$ cat src/rtl/key_scan_debounce.sv
// Keypad front end: scans a 2-column x 3-row key matrix, synchronises and
// debounces all six keys, and emits a one-cycle pulse on each debounced press.
module key_scan_debounce #(
    parameter int SCAN_DIV = 8,
    parameter int DEBOUNCE = 4
) (
    input  logic       clk,
    input  logic       resetn,
    input  logic       key_row2,
    input  logic       key_row3,
    input  logic       key_row4,
    output logic       key_col1,
    output logic       key_col2,
    output logic [5:0] key_pulse,
    output logic [5:0] key_held
);

    localparam int CW = (SCAN_DIV > 1) ? $clog2(SCAN_DIV) : 1;
    localparam int DW = $clog2(DEBOUNCE + 1);
    localparam logic [CW-1:0] CNT_MAX = CW'(SCAN_DIV - 1);
    localparam logic [DW-1:0] DB_LAST = DW'(DEBOUNCE - 1);

    localparam logic [0:0] PH_C1 = 1'b0;
    localparam logic [0:0] PH_C2 = 1'b1;

    logic [2:0]          row_meta_r;
    logic [2:0]          row_sync_r;
    logic [CW-1:0]       cnt_r;
    logic                tick_s;
    logic [0:0]          phase_r;
    logic [0:0]          phase_nxt_s;
    logic [1:0]          col_r;
    logic [1:0]          col_nxt_s;
    logic [5:0]          sample_en_s;
    logic [5:0]          raw_s;
    logic [5:0]          held_r;
    logic [5:0]          held_nxt_s;
    logic [5:0]          pulse_r;
    logic [5:0][DW-1:0]  db_cnt_r;
    logic [5:0][DW-1:0]  db_cnt_nxt_s;

    assign tick_s    = (cnt_r == CNT_MAX);
    // Key bits are interleaved by column, so each synced row feeds two adjacent bits.
    assign raw_s     = {~row_sync_r[2], ~row_sync_r[2],
                        ~row_sync_r[1], ~row_sync_r[1],
                        ~row_sync_r[0], ~row_sync_r[0]};
    assign key_col1  = col_r[1];
    assign key_col2  = col_r[0];
    assign key_held  = held_r;
    assign key_pulse = pulse_r;

    // Two-flop row synchroniser, idle-high.
    always_ff @(posedge clk or negedge resetn) begin
        if (!resetn) begin
            row_meta_r <= 3'b111;
            row_sync_r <= 3'b111;
        end else begin
            row_meta_r <= {key_row4, key_row3, key_row2};
            row_sync_r <= row_meta_r;
        end
    end

    // Scan divider: one tick per SCAN_DIV cycles.
    always_ff @(posedge clk or negedge resetn) begin
        if (!resetn) begin
            cnt_r <= {CW{1'b0}};
        end else if (tick_s) begin
            cnt_r <= {CW{1'b0}};
        end else begin
            cnt_r <= cnt_r + CW'(1);
        end
    end

    // Phase sequencing and selection of which keys are sampled this tick.
    always_comb begin
        phase_nxt_s = phase_r;
        col_nxt_s   = col_r;
        sample_en_s = 6'b000000;
        if (tick_s) begin
            case (phase_r)
                PH_C1: begin
                    phase_nxt_s = PH_C2;
                    col_nxt_s   = 2'b10;
                    sample_en_s = 6'b010101;
                end
                PH_C2: begin
                    phase_nxt_s = PH_C1;
                    col_nxt_s   = 2'b01;
                    sample_en_s = 6'b101010;
                end
                default: begin
                    phase_nxt_s = PH_C1;
                    col_nxt_s   = 2'b01;
                    sample_en_s = 6'b000000;
                end
            endcase
        end else begin
            phase_nxt_s = phase_r;
            col_nxt_s   = col_r;
        end
    end

    // Per-key debounce: held flips only after DEBOUNCE consecutive disagreeing samples.
    always_comb begin
        held_nxt_s   = held_r;
        db_cnt_nxt_s = db_cnt_r;
        for (int i = 0; i < 6; i++) begin
            if (!sample_en_s[i]) begin
                db_cnt_nxt_s[i] = db_cnt_r[i];
            end else if (raw_s[i] == held_r[i]) begin
                db_cnt_nxt_s[i] = {DW{1'b0}};
            end else if (db_cnt_r[i] == DB_LAST) begin
                held_nxt_s[i]   = ~held_r[i];
                db_cnt_nxt_s[i] = {DW{1'b0}};
            end else begin
                db_cnt_nxt_s[i] = db_cnt_r[i] + DW'(1);
            end
        end
    end

    // State registers; the pulse is set on the same edge that raises key_held.
    always_ff @(posedge clk or negedge resetn) begin
        if (!resetn) begin
            phase_r  <= PH_C1;
            col_r    <= 2'b01;
            held_r   <= 6'b000000;
            pulse_r  <= 6'b000000;
            db_cnt_r <= '0;
        end else begin
            phase_r  <= phase_nxt_s;
            col_r    <= col_nxt_s;
            held_r   <= held_nxt_s;
            pulse_r  <= held_nxt_s & ~held_r;
            db_cnt_r <= db_cnt_nxt_s;
        end
    end

endmodule

$ cat config.mk
export PLATFORM = sky130hd
export DESIGN_NAME = key_scan_debounce
export DESIGN_NICKNAME = d
export VERILOG_FILES = /design/src/rtl/key_scan_debounce.sv
export SDC_FILE = /design/constraint.sdc
export NUM_CORES = 1
export LEC_CHECK = 0
export ABC_AREA = 1
export CAP_MARGIN = 20
export CORE_UTILIZATION = 70
export CTS_BUF_LIST = sky130_fd_sc_hd__clkbuf_4
export CTS_CLUSTER_SIZE = 20
export DETAILED_ROUTE_END_ITERATION = 8
export DONT_BUFFER_PORTS = 1
export GPL_ROUTABILITY_DRIVEN = 0
export PLACE_DENSITY = 0.92
export SLEW_MARGIN = 40
export SYNTH_ARGS = -nofsm -noshare
export SYNTH_HDL_FRONTEND = slang
export SYNTH_SLANG_ARGS = --single-unit
$ cat constraint.sdc
create_clock -name clk -period 2.78 [get_ports clk]
set_input_delay 0.834 -clock clk [delete_from_list [all_inputs] [get_ports clk]]
set_output_delay 0.834 -clock clk [all_outputs]
set_load 0.005 [all_outputs]
* Word level (Yosys, flattened, before mapping)
Index checks and enable logic that the tools add are counted.
Storage, ports and cells: bits in registers 42, bits of input ports 5, word-level logic and storage cells 80
Operators by class: $add $sub $neg 7, eq/ne operators 13, muxes and demuxes 35, bitwise gates (word level) 12
Operator list (number):
- 2-to-1 mux 3 bit | 13
- adder 3 x 1 -> 3 bit (second input constant) | 7
- equality test 3 x 2 -> 1 bit (second input constant) | 6
- 2-to-1 mux 1 bit | 18
- case mux 6 bit (2 select lines) | 1
- NOT 1 bit | 10
- bitwise AND 6 bit | 1
- equality test 1 bit | 6
- 2-to-1 mux 6 bit | 1
- NOT 6 bit | 1
- case mux 2 bit (2 select lines) | 1
- equality test 3 bit (second input constant) | 1
- case mux 1 bit (2 select lines) | 1

* Logic depth before layout (Yosys ltp)
Gate-level depths: netlist of run 1.
word-level depth 5, depth in mapped cells 8, depth with buffers taken out 7

* Least setup slack after synthesis of run 1
No wires, ideal clock.
kind register to output, start point register col_r[0], end point output key_col2, data arrival time 510 ps, setup slack 1436 ps, cell stages (with the launch flop) 1, buffers on the path 0, path through dfstp_2
RTL lines:
- from (decl) | RTL line 32 | logic [1:0] col_r;
- from (signal assigned) | RTL line 131 | col_r <= col_nxt_s;
- to (decl) | RTL line 13 | output logic key_col2,
No word-level cell between the ends.

* Worst setup path in the final report of run 1
start point register cnt_r[0], end point register db_cnt_r[17] (netlist name)
On the way: word-level cells in the longest chain between the ends 2
RTL lines:
- from (decl) | RTL line 28 | logic [CW-1:0] cnt_r;
- from (signal assigned) | RTL line 66 | cnt_r <= {CW{1'b0}};
- from (signal assigned) | RTL line 68 | cnt_r <= {CW{1'b0}};
- from (signal assigned) | RTL line 70 | cnt_r <= cnt_r + CW'(1);
- equality test 3 bit | RTL line 42 | assign tick_s = (cnt_r == CNT_MAX);
- 2-to-1 mux 6 bit | RTL line 79 | if (tick_s) begin
- to (signal assigned) | RTL line 134 | db_cnt_r <= db_cnt_nxt_s;
- to (decl) | RTL line 39 | logic [5:0][DW-1:0] db_cnt_r;
Every way passes these cells. A chain may end at the register's enable or synchronous reset.

==> metrics.txt, run 1 <==
Avg Synthesized Cell Area 8.95 um^2; total routed wirelength 3.21 mm; vias per inst 5.72; n_diodes 0; switching part of the total 21.5%; initial antenna violation count 0; register area 0.00103 mm^2; unrepaired setup endpoints after global routing no; final setup TNS 0 ns; Via Count 1,333; kind of critical path reg -> reg; Cell variety after synth 19; Worst-Skew Late Latency 0.36 ns; CTS Hold Bufs 0; dpl cell area 0.00180 mm^2; remaining antenna violation count 0; Post CTS Setup Buffer Count 0; minimum clock period 1.81 ns; Slew HR 60.9%; Synth area leaders dfrtp_1 48%, nand2_1 14%, dfstp_2 10%, ha_1 5.6%, inv_1 4.8%; Seq cells post-synth 41; multi-input logic area 641 um^2; port bufs 0; CTS buffer count 5; post-CTS resize count 0; H-tree depth 2; Reg-to-Reg Start cnt_r[0]$_DFF_PN0_; clk_skew 0.0166 ns; area leader, netlist dfrtp_1; Seq/Total Area, Yosys 57.8%; Int Pwr 0.000836 W; Post-Syn Area 0.00179 mm^2; Post-Syn Nets 213; Worst-path clk slew 0.12 ns; Cell Count Post-Placement 225; Die X 52.6 um; Setup crit start cnt_r[0]$_DFF_PN0_; clock power share 35.9%; Cell Count, Final, Fillers Out 233; crit start category register; GRT Overall Usage 29.9%; Final setup viols 0; DRC viols 0; largest net degree at the start of global routing 42; HP Class in -> async; DR iter-0 viols 51; Final Cycle Share 65.0%; Fin. Hold Viols 0; vias in the first global route 1,284; Clock Sinks 41; nets 217; Power Density 565 mW/mm^2; LEAKAGE 1.03 nW; Peak Freq 553 MHz; Logic pwr share 4.7%; final slew viol count 0; DRT Pass-1 Iters 4; outcome complete, no violations; Critical Path RT 3.04 ns; Initial Utilization 77.2%; Max-cap violations 0; CTS tree done; Worst Setup End Kind register; Slew @ Worst Pin 0.585 ns; Longest Clk Path Bufs 2; DIE HEIGHT 52.6 um; die area 0.00276 mm^2; average routed wire per standard cell 13.8 um; design area 0.00188 mm^2; Critical Path AT 2.07 ns; Gate Count Post-Synth 200; share of layout cells above drive strength 1 10.7%; Synth top area share 47.5%; Detail Placement HPWL 2.33 mm; Reg power frac 59.4%; CP Max Fanout 11; core area 0.00232 mm^2; P_sw 0.000229 W; fillers 128; Overflow after GRT 0; Warnings, synthesis 0; # IOs 19; first-pass GRT wire length 5.62 mm; clock root buffer clkbuf_4; Peak VDD IR 696 uV; Area growth syn-to-layout 5.24%; site row count 17
==> layout make-up <==
cell class / count / share of cell area (%)
flip-flops and latches: 41 / 54.9
multi-input cells: 131 / 34.0
well taps: 28 / 1.86
inverters: 25 / 4.98
clock buffers: 6 / 2.39
clock inverters: 2 / 1.86
==> routing by layer <==
layer / GRT usage, % / part of all wire (%)
met3: 10.1 / 7.9
met5: 0 / 0
met4: 13.2 / 2.6
met1: 35.6 / 39
met2: 48.9 / 50
==> cell usage in the layout, fill, tap and decap left out, types with 2 or more instances in the layout <==
cell      instances
clkbuf_4          6
dfstp_2           7
nand3_1          17
dfrtp_1          34
nand4_1           3
nor2_1           16
nand2_1          67
o21ai_0           4
ha_1              8
inv_1            23
nand2_4           2
o21ai_2           2
a21oi_1           9
==> sequential cells by signal, indices dropped and copies added, names as in the netlist <==
signal and cells:
cnt_r 3, row_meta_r 3, phase_r 1, row_sync_r 3, key_held 6, col_r 1
db_cnt_r 18, key_pulse 6
==> worst max-delay path, cell delays in order, from the launching register on <==
cell and delay (ns):
dfrtp_1 0.40, ha_1 0.20, ha_1 0.25, nand2_1 0.30, clkinv_1 0.31, nand3_1 0.18, nand2_1 0.07
==> worst paths after layout <==
path | end | slack [ns] | cells past startpoint
hold reg to reg | row_sync_r[1]$_DFF_PN1_ | 0.36 | 0
max in group asynchronous | row_meta_r[0]$_DFF_PN1_ | 2.43 | 0
setup / recovery | db_cnt_r[17]$_DFFE_PN0N_ | 0.97 | 6
setup reg to reg | db_cnt_r[17]$_DFFE_PN0N_ | 0.97 | 6
hold / removal | key_held[2]$_DFF_PN0_ | 0.15 | 0
min in group clk | row_sync_r[1]$_DFF_PN1_ | 0.36 | 0
==> cells in the mapped netlist <==
cell      instances
nand2_2           1
nand3_1          17
buf_6             1
nand2_4           2
clkinv_1          1
dfstp_2           7
nor2_1           16
ha_1              8
inv_2             1
o21ai_0           4
dfrtp_1          34
a21oi_1           9
inv_1            23
buf_2             2
o21ai_2           2
nand3b_1          1
nor2_2            1
nand4_1           3
nand2_1          67
==> stage by stage <==
step	utilization [%]	worst slack, ns	total power [W]	hold slack, ns
2_1_floorplan	-	1.44	0.000680	0.345
3_3_place_gp	77.8	1.08	0.000687	0.347
3_5_place_dp	77.8	0.973	0.000694	0.349
4_1_cts	81.3	1.00	0.00107	0.143
5_1_grt	81.3	0.771	0.00110	0.131
6_report	81.3	0.973	0.00107	0.148
==> power groups by stage <==
| stage | registers (W) | clock network (W) | logic (W) |
|---|---|---|---|
| floorplan | 0.000640 | 0 | 0.0000399 |
| global placement | 0.000642 | 0 | 0.0000441 |
| global route | 0.000635 | 0.000409 | 0.0000598 |
| detailed placement | 0.000644 | 0 | 0.0000499 |
| finish | 0.000633 | 0.000382 | 0.0000502 |
| CTS | 0.000633 | 0.000386 | 0.0000501 |
==> logic make-up after synthesis <==
family                   share of synthesized area, %
AO/OA/AOI/OAI                                    4.61
adder cells (fa/ha/maj)                          5.59
buffers and inverters                            6.43
flip-flops                                       57.8
AND/OR/NAND/NOR                                  25.6
(Power assumes the default switching activity.)
==> run 2, diff against run 1 <==
--- a/config.mk
+++ b/config.mk
@@ -7,13 +7,13 @@
 export LEC_CHECK = 0
 export ABC_AREA = 1
 export CAP_MARGIN = 20
-export CORE_UTILIZATION = 70
+export CORE_UTILIZATION = 58
 export CTS_BUF_LIST = sky130_fd_sc_hd__clkbuf_4
 export CTS_CLUSTER_SIZE = 20
 export DETAILED_ROUTE_END_ITERATION = 8
 export DONT_BUFFER_PORTS = 1
 export GPL_ROUTABILITY_DRIVEN = 0
-export PLACE_DENSITY = 0.92
+export PLACE_DENSITY = 0.82
 export SLEW_MARGIN = 40
 export SYNTH_ARGS = -nofsm -noshare
 export SYNTH_HDL_FRONTEND = slang
==> constraint.sdc (replaced) <==
create_clock -name clk -period 1.58 [get_ports clk]
set_input_delay 0.474 -clock clk [delete_from_list [all_inputs] [get_ports clk]]
set_output_delay 0.474 -clock clk [all_outputs]
set_load 0.005 [all_outputs]
==> run 2 against run 1 <==
Against the previous run: the run now ends with DRC left; non-clock buffer count up 5; utilization down 13 points; via count down 3.3%; global-route usage down 8.5 points; maximum frequency up 25%; sequential share of layout area down 1.1 points; power up 64%; wire length down 4.7%; die area up 20%; critical path depth up 2; hold slack worse by 0.035 ns.
==> metrics.txt, run 2 (same netlist as run 1, synthesis figures left out) <==
die area 0.00331 mm^2; minimum clock period 1.45 ns; Overflow after GRT 0; Fin. Hold Viols 0; Clock Sinks 41; violated checks DRC; Critical Path AT 1.71 ns; Power Density 908 mW/mm^2; multi-input logic area 643 um^2; Max-cap violations 0; average routed wire per standard cell 12.7 um; CTS tree done; Longest Clk Path Bufs 2; port bufs 0; unrepaired setup endpoints after global routing no; Initial Utilization 63.3%; P_sw 0.000412 W; DIE HEIGHT 57.6 um; share of layout cells above drive strength 1 12.9%; Slew @ Worst Pin 0.387 ns; busiest grt layer met2; GRT Overall Usage 21.4%; Critical Path RT 1.84 ns; switching part of the total 23.6%; clock power share 29.8%; clock root buffer clkbuf_4; Logic pwr share 6.4%; commonest non-fill, non-tap cell in the layout nand2_1; met1 usage 25.6%; Final Cycle Share 91.9%; H-tree depth 2; outcome complete, but fails checks; design area 0.00192 mm^2; Largest register FFs 18; Top reg by flops db_cnt_r; total routed wirelength 3.05 mm; Via Count 1,289; Peak VDD IR 635 uV; crit start category register; LEAKAGE 1.04 nW; # IOs 19; Slew HR 74.1%; Worst-Skew Late Latency 0.35 ns; fillers 213; Detail Placement HPWL 2.19 mm; site row count 19; final setup TNS 0 ns; largest net degree at the start of global routing 42; met3 track demand over resource 7.71%; most frequent cells in the layout 67 x nand2_1, 34 x dfrtp_1, 23 x inv_1; register area 0.00103 mm^2; Post CTS Setup Buffer Count 0; final slew viol count 0; CP Max Fanout 7; DRC viols 2; core area 0.00283 mm^2; DRT Pass-1 Iters 6; Reg power frac 63.8%; Worst-path clk slew 0.12 ns; kind of critical path reg -> reg; first-pass GRT wire length 5.22 mm; HP Class in -> reg; remaining antenna violation count 0; Final setup viols 0; CTS buffer count 5; vias in the first global route 1,239; Worst Setup End Kind register; vias per inst 5.35; Peak Freq 689 MHz; Int Pwr 0.00133 W; dpl cell area 0.00183 mm^2; n_diodes 0; Die X 57.6 um; Area growth syn-to-layout 7.41%; initial antenna violation count 0; M2 GR Usage 34.6%; clk_skew 0.0165 ns; DR iter-0 viols 56; nets 222
==> run 2: timing repair <==
| action | in CTS | in global routing |
|---|---|---|
| gates resized for setup | 0 | 2 |
| setup endpoints to repair | 0 | 14 |
| hold endpoints to repair | 41 | 0 |
| hold buffers | 2 | 0 |
==> run 2: final cells by class <==
type	instances	share of cell area (%)
Clock buffer	7	2.73
Clock inverter	1	0.195
Inverter	25	5.07
Multi-Input combinational cell	131	33.4
Sequential cell	41	53.8
Tap cell	31	2.02
Timing Repair Buffer	5	2.73
==> run 2: through the flow <==
stage	power (W)	hold WS, ns	setup slack (ns)	util (%)	std cells
final	0.00175	0.113	0.128	68.0	241
after global routing	0.00183	0.0816	0.0235	68.0	241
after CTS	0.00176	0.0957	0.0409	67.8	241
after detailed placement	0.00122	0.179	0.0586	64.7	231
after global placement	0.00121	0.179	0.136	64.7	231
after floorplan	0.00120	0.178	0.240	-	200
==> run 2: worst paths after layout <==
check	startpoint	to	slack (ns)	cells past startpoint
max	cnt_r[0]$_DFF_PN0_	key_held[2]$_DFF_PN0_	0.13	8
min	key_row4	row_meta_r[2]$_DFF_PN1_	0.11	0
max reg2reg	cnt_r[0]$_DFF_PN0_	key_held[2]$_DFF_PN0_	0.13	8
min reg2reg	row_meta_r[0]$_DFF_PN1_	row_sync_r[0]$_DFF_PN1_	0.36	0
max in group asynchronous	resetn	row_meta_r[1]$_DFF_PN1_	0.74	2
min in group asynchronous	resetn	key_pulse[2]$_DFF_PN0_	0.56	2
==> run 2: per-layer routing <==
layer  wire (um)  part of all wire (%)
met4          46                   1.5
met1        1360                    45
met5           0                     0
met3         145                   4.7
met2        1500                    49
==> run 2: power by group through the flow <==
stage	sequential, W	combinational, W	clock (W)
3_5_place_dp	0.00113	0.0000861	0
6_report	0.00111	0.000112	0.000521
5_1_grt	0.00112	0.000131	0.000580
2_1_floorplan	0.00113	0.0000702	0
3_3_place_gp	0.00113	0.0000777	0
4_1_cts	0.00111	0.000114	0.000536
==> run 2: critical path, stage by stage (launching register included) <==
cell,delay (ns)
dfrtp_1,0.36
ha_1,0.16
ha_2,0.25
inv_2,0.07
nor2_2,0.15
buf_4,0.19
nand2_4,0.06
nand2_1,0.07
o21ai_2,0.05
==> run 3, diff against run 2 <==
--- a/config.mk
+++ b/config.mk
@@ -7,14 +7,15 @@
 export LEC_CHECK = 0
 export ABC_AREA = 1
 export CAP_MARGIN = 20
-export CORE_UTILIZATION = 58
+export CELL_PAD_IN_SITES_DETAIL_PLACEMENT = 1
+export CELL_PAD_IN_SITES_GLOBAL_PLACEMENT = 1
+export CORE_UTILIZATION = 45
 export CTS_BUF_LIST = sky130_fd_sc_hd__clkbuf_4
 export CTS_CLUSTER_SIZE = 20
 export DETAILED_ROUTE_END_ITERATION = 8
 export DONT_BUFFER_PORTS = 1
 export GPL_ROUTABILITY_DRIVEN = 0
-export PLACE_DENSITY = 0.82
-export SLEW_MARGIN = 40
+export PLACE_DENSITY = 0.83
 export SYNTH_ARGS = -nofsm -noshare
 export SYNTH_HDL_FRONTEND = slang
 export SYNTH_SLANG_ARGS = --single-unit
==> run 3 against run 2 <==
Against the previous run: the flow now finishes without violations; power is 10% higher; clock-buffer cell count decreased by 1; setup slack improved by 0.0082 ns; register-to-register slack about the same; die area up 28%; clock power grew 32%; wire length grew 26%; combinational power is 6% higher; maximum frequency up 0.57%; final cell count up 7.5%; design area is 2.7% higher; sequential power hardly changed; critical path type unchanged.
==> metrics.txt, run 3 (same netlist as run 1, synthesis figures left out) <==
hold_sp key_row4; Peak Freq 693 MHz; clock root buffer clkbuf_4; nets 223; outcome complete, no violations; DRT Pass-1 Iters 4; LEAKAGE 1.07 nW; unrepaired setup endpoints after global routing no; remaining antenna violation count 0; Overflow after GRT 0; Reg-to-Reg Start cnt_r[0]$_DFF_PN0_; site row count 22; design area 0.00198 mm^2; Clock Sinks 41; vias per inst 5.09; CP Max Fanout 7; Via Count 1,319; Final Cycle Share 91.4%; Power Total 0.00192 W; Max-cap violations 0; Die X 65.1 um; H-tree depth 2; Power Density 972 mW/mm^2; Critical Path AT 1.68 ns; Cell Count, Final, Fillers Out 259; DR iter-0 viols 82; clock power share 35.8%; GRT Overall Usage 20.7%; Worst-path clk slew 0.13 ns; largest net degree at the start of global routing 42; crit start category register; dpl cell area 0.00186 mm^2; Worst Setup End Kind register; CTS buffer count 5; Detail Placement HPWL 2.81 mm; Setup crit start cnt_r[0]$_DFF_PN0_; kind of critical path reg -> reg; Worst-Skew Late Latency 0.35 ns; final slew viol count 0; share of layout cells above drive strength 1 13.3%; Int Pwr 0.00148 W; # IOs 19; R2R setup slack 0.14 ns; Post CTS Setup Buffer Count 0; Slew @ Worst Pin 0.376 ns; n_diodes 0; minimum clock period 1.44 ns; Peak VDD IR 588 uV; Reg power frac 58.0%; clk_skew 0.0104 ns; final setup TNS 0 ns; most frequent cells in the layout 67 x nand2_1, 34 x dfrtp_1, 23 x inv_1; commonest non-fill, non-tap cell in the layout nand2_1; initial antenna violation count 0; Area growth syn-to-layout 10.3%; Top reg by flops db_cnt_r; Fin. Hold Viols 0; Slew HR 74.9%; CTS tree done; total routed wirelength 3.85 mm; DIE HEIGHT 65.1 um; vias in the first global route 1,490; P_sw 0.000442 W; Largest register FFs 18; Initial Utilization 47.8%; Longest Clk Path Bufs 2; first-pass GRT wire length 6.58 mm; DRC viols 0; HP Class in -> reg; average routed wire per standard cell 14.9 um; Critical Path RT 1.82 ns; Final setup viols 0; core area 0.00374 mm^2; switching part of the total 23.0%; Logic pwr share 6.2%; die area 0.00423 mm^2; port bufs 0; Cell Count Post-Placement 249
==> run 3: cell count changes in the layout (fill, tap and decap cells not counted) <==
cell	change
ha_2	-1
bufinv_16	+1
nor2_4	+1
nor2_2	-1
clkinvlp_4	-1
clkbuf_4	-1
ha_1	+1
buf_4	+1
clkinv_1	-1
clkinv_2	+2
==> run 3: power groups by stage <==
stage / sequential, W / combinational (W) / clock (W)
global route: 0.00112 / 0.000139 / 0.000735
finish: 0.00111 / 0.000119 / 0.000687
CTS: 0.00112 / 0.000122 / 0.000701
floorplan: 0.00113 / 0.0000702 / 0
global placement: 0.00113 / 0.0000789 / 0
detailed placement: 0.00113 / 0.0000920 / 0
==> run 3: final cells by class <==
class                   instances  area, um^2
flip-flops and latches         41        1030
well taps                      48        60.1
clock inverters                 2        35.0
multi-input cells             131         646
clock buffers                   6        45.0
fillers                       454        1770
inverters                      25        95.1
repair buffers                  6        60.1
==> run 3: path summary, 6_finish.rpt <==
| path | end | cells after the start |
|---|---|---|
| max | db_cnt_r[7]$_DFFE_PN0N_ | 7 |
| max reg2reg | db_cnt_r[7]$_DFFE_PN0N_ | 7 |
| max in group asynchronous | row_sync_r[1]$_DFF_PN1_ | 2 |
| min reg2reg | row_sync_r[0]$_DFF_PN1_ | 0 |
| min in group asynchronous | key_held[2]$_DFF_PN0_ | 2 |
| min | row_meta_r[2]$_DFF_PN1_ | 0 |
==> run 3: metal layers <==
metal	vias to the layer above	GRT usage, %	wire, um
met5	-	0	0
met4	0	7.07	51
met3	7	5.99	131
met2	21	37.8	2020
met1	647	22.7	1650
li1	644	-	-
==> run 3: worst max-delay path: stages (launching register included) <==
cell and delay [ns]:
dfrtp_1 0.40, ha_1 0.20, ha_1 0.23, inv_2 0.11
nor2_4 0.05, buf_4 0.19, nand3_1 0.10, nand2_1 0.06
==> run 3: timing repair <==
item / 4_1_cts / 5_1_grt
hold buffers: 2 / 0
setup endpoints to repair: 2 / 2
hold endpoints to repair: 41 / 0
resized for setup: 1 / 1
pin swaps: 0 / 0
==> run 3: per-stage QoR <==
step	util [%]	setup slack, ns	hold slack [ns]
2_1_floorplan	-	0.240	0.178
3_5_place_dp	49.7	0.0357	0.180
6_report	52.8	0.137	0.104
5_1_grt	52.8	0.0330	0.0786
3_3_place_gp	49.7	0.157	0.179
4_1_cts	52.6	0.0774	0.0924
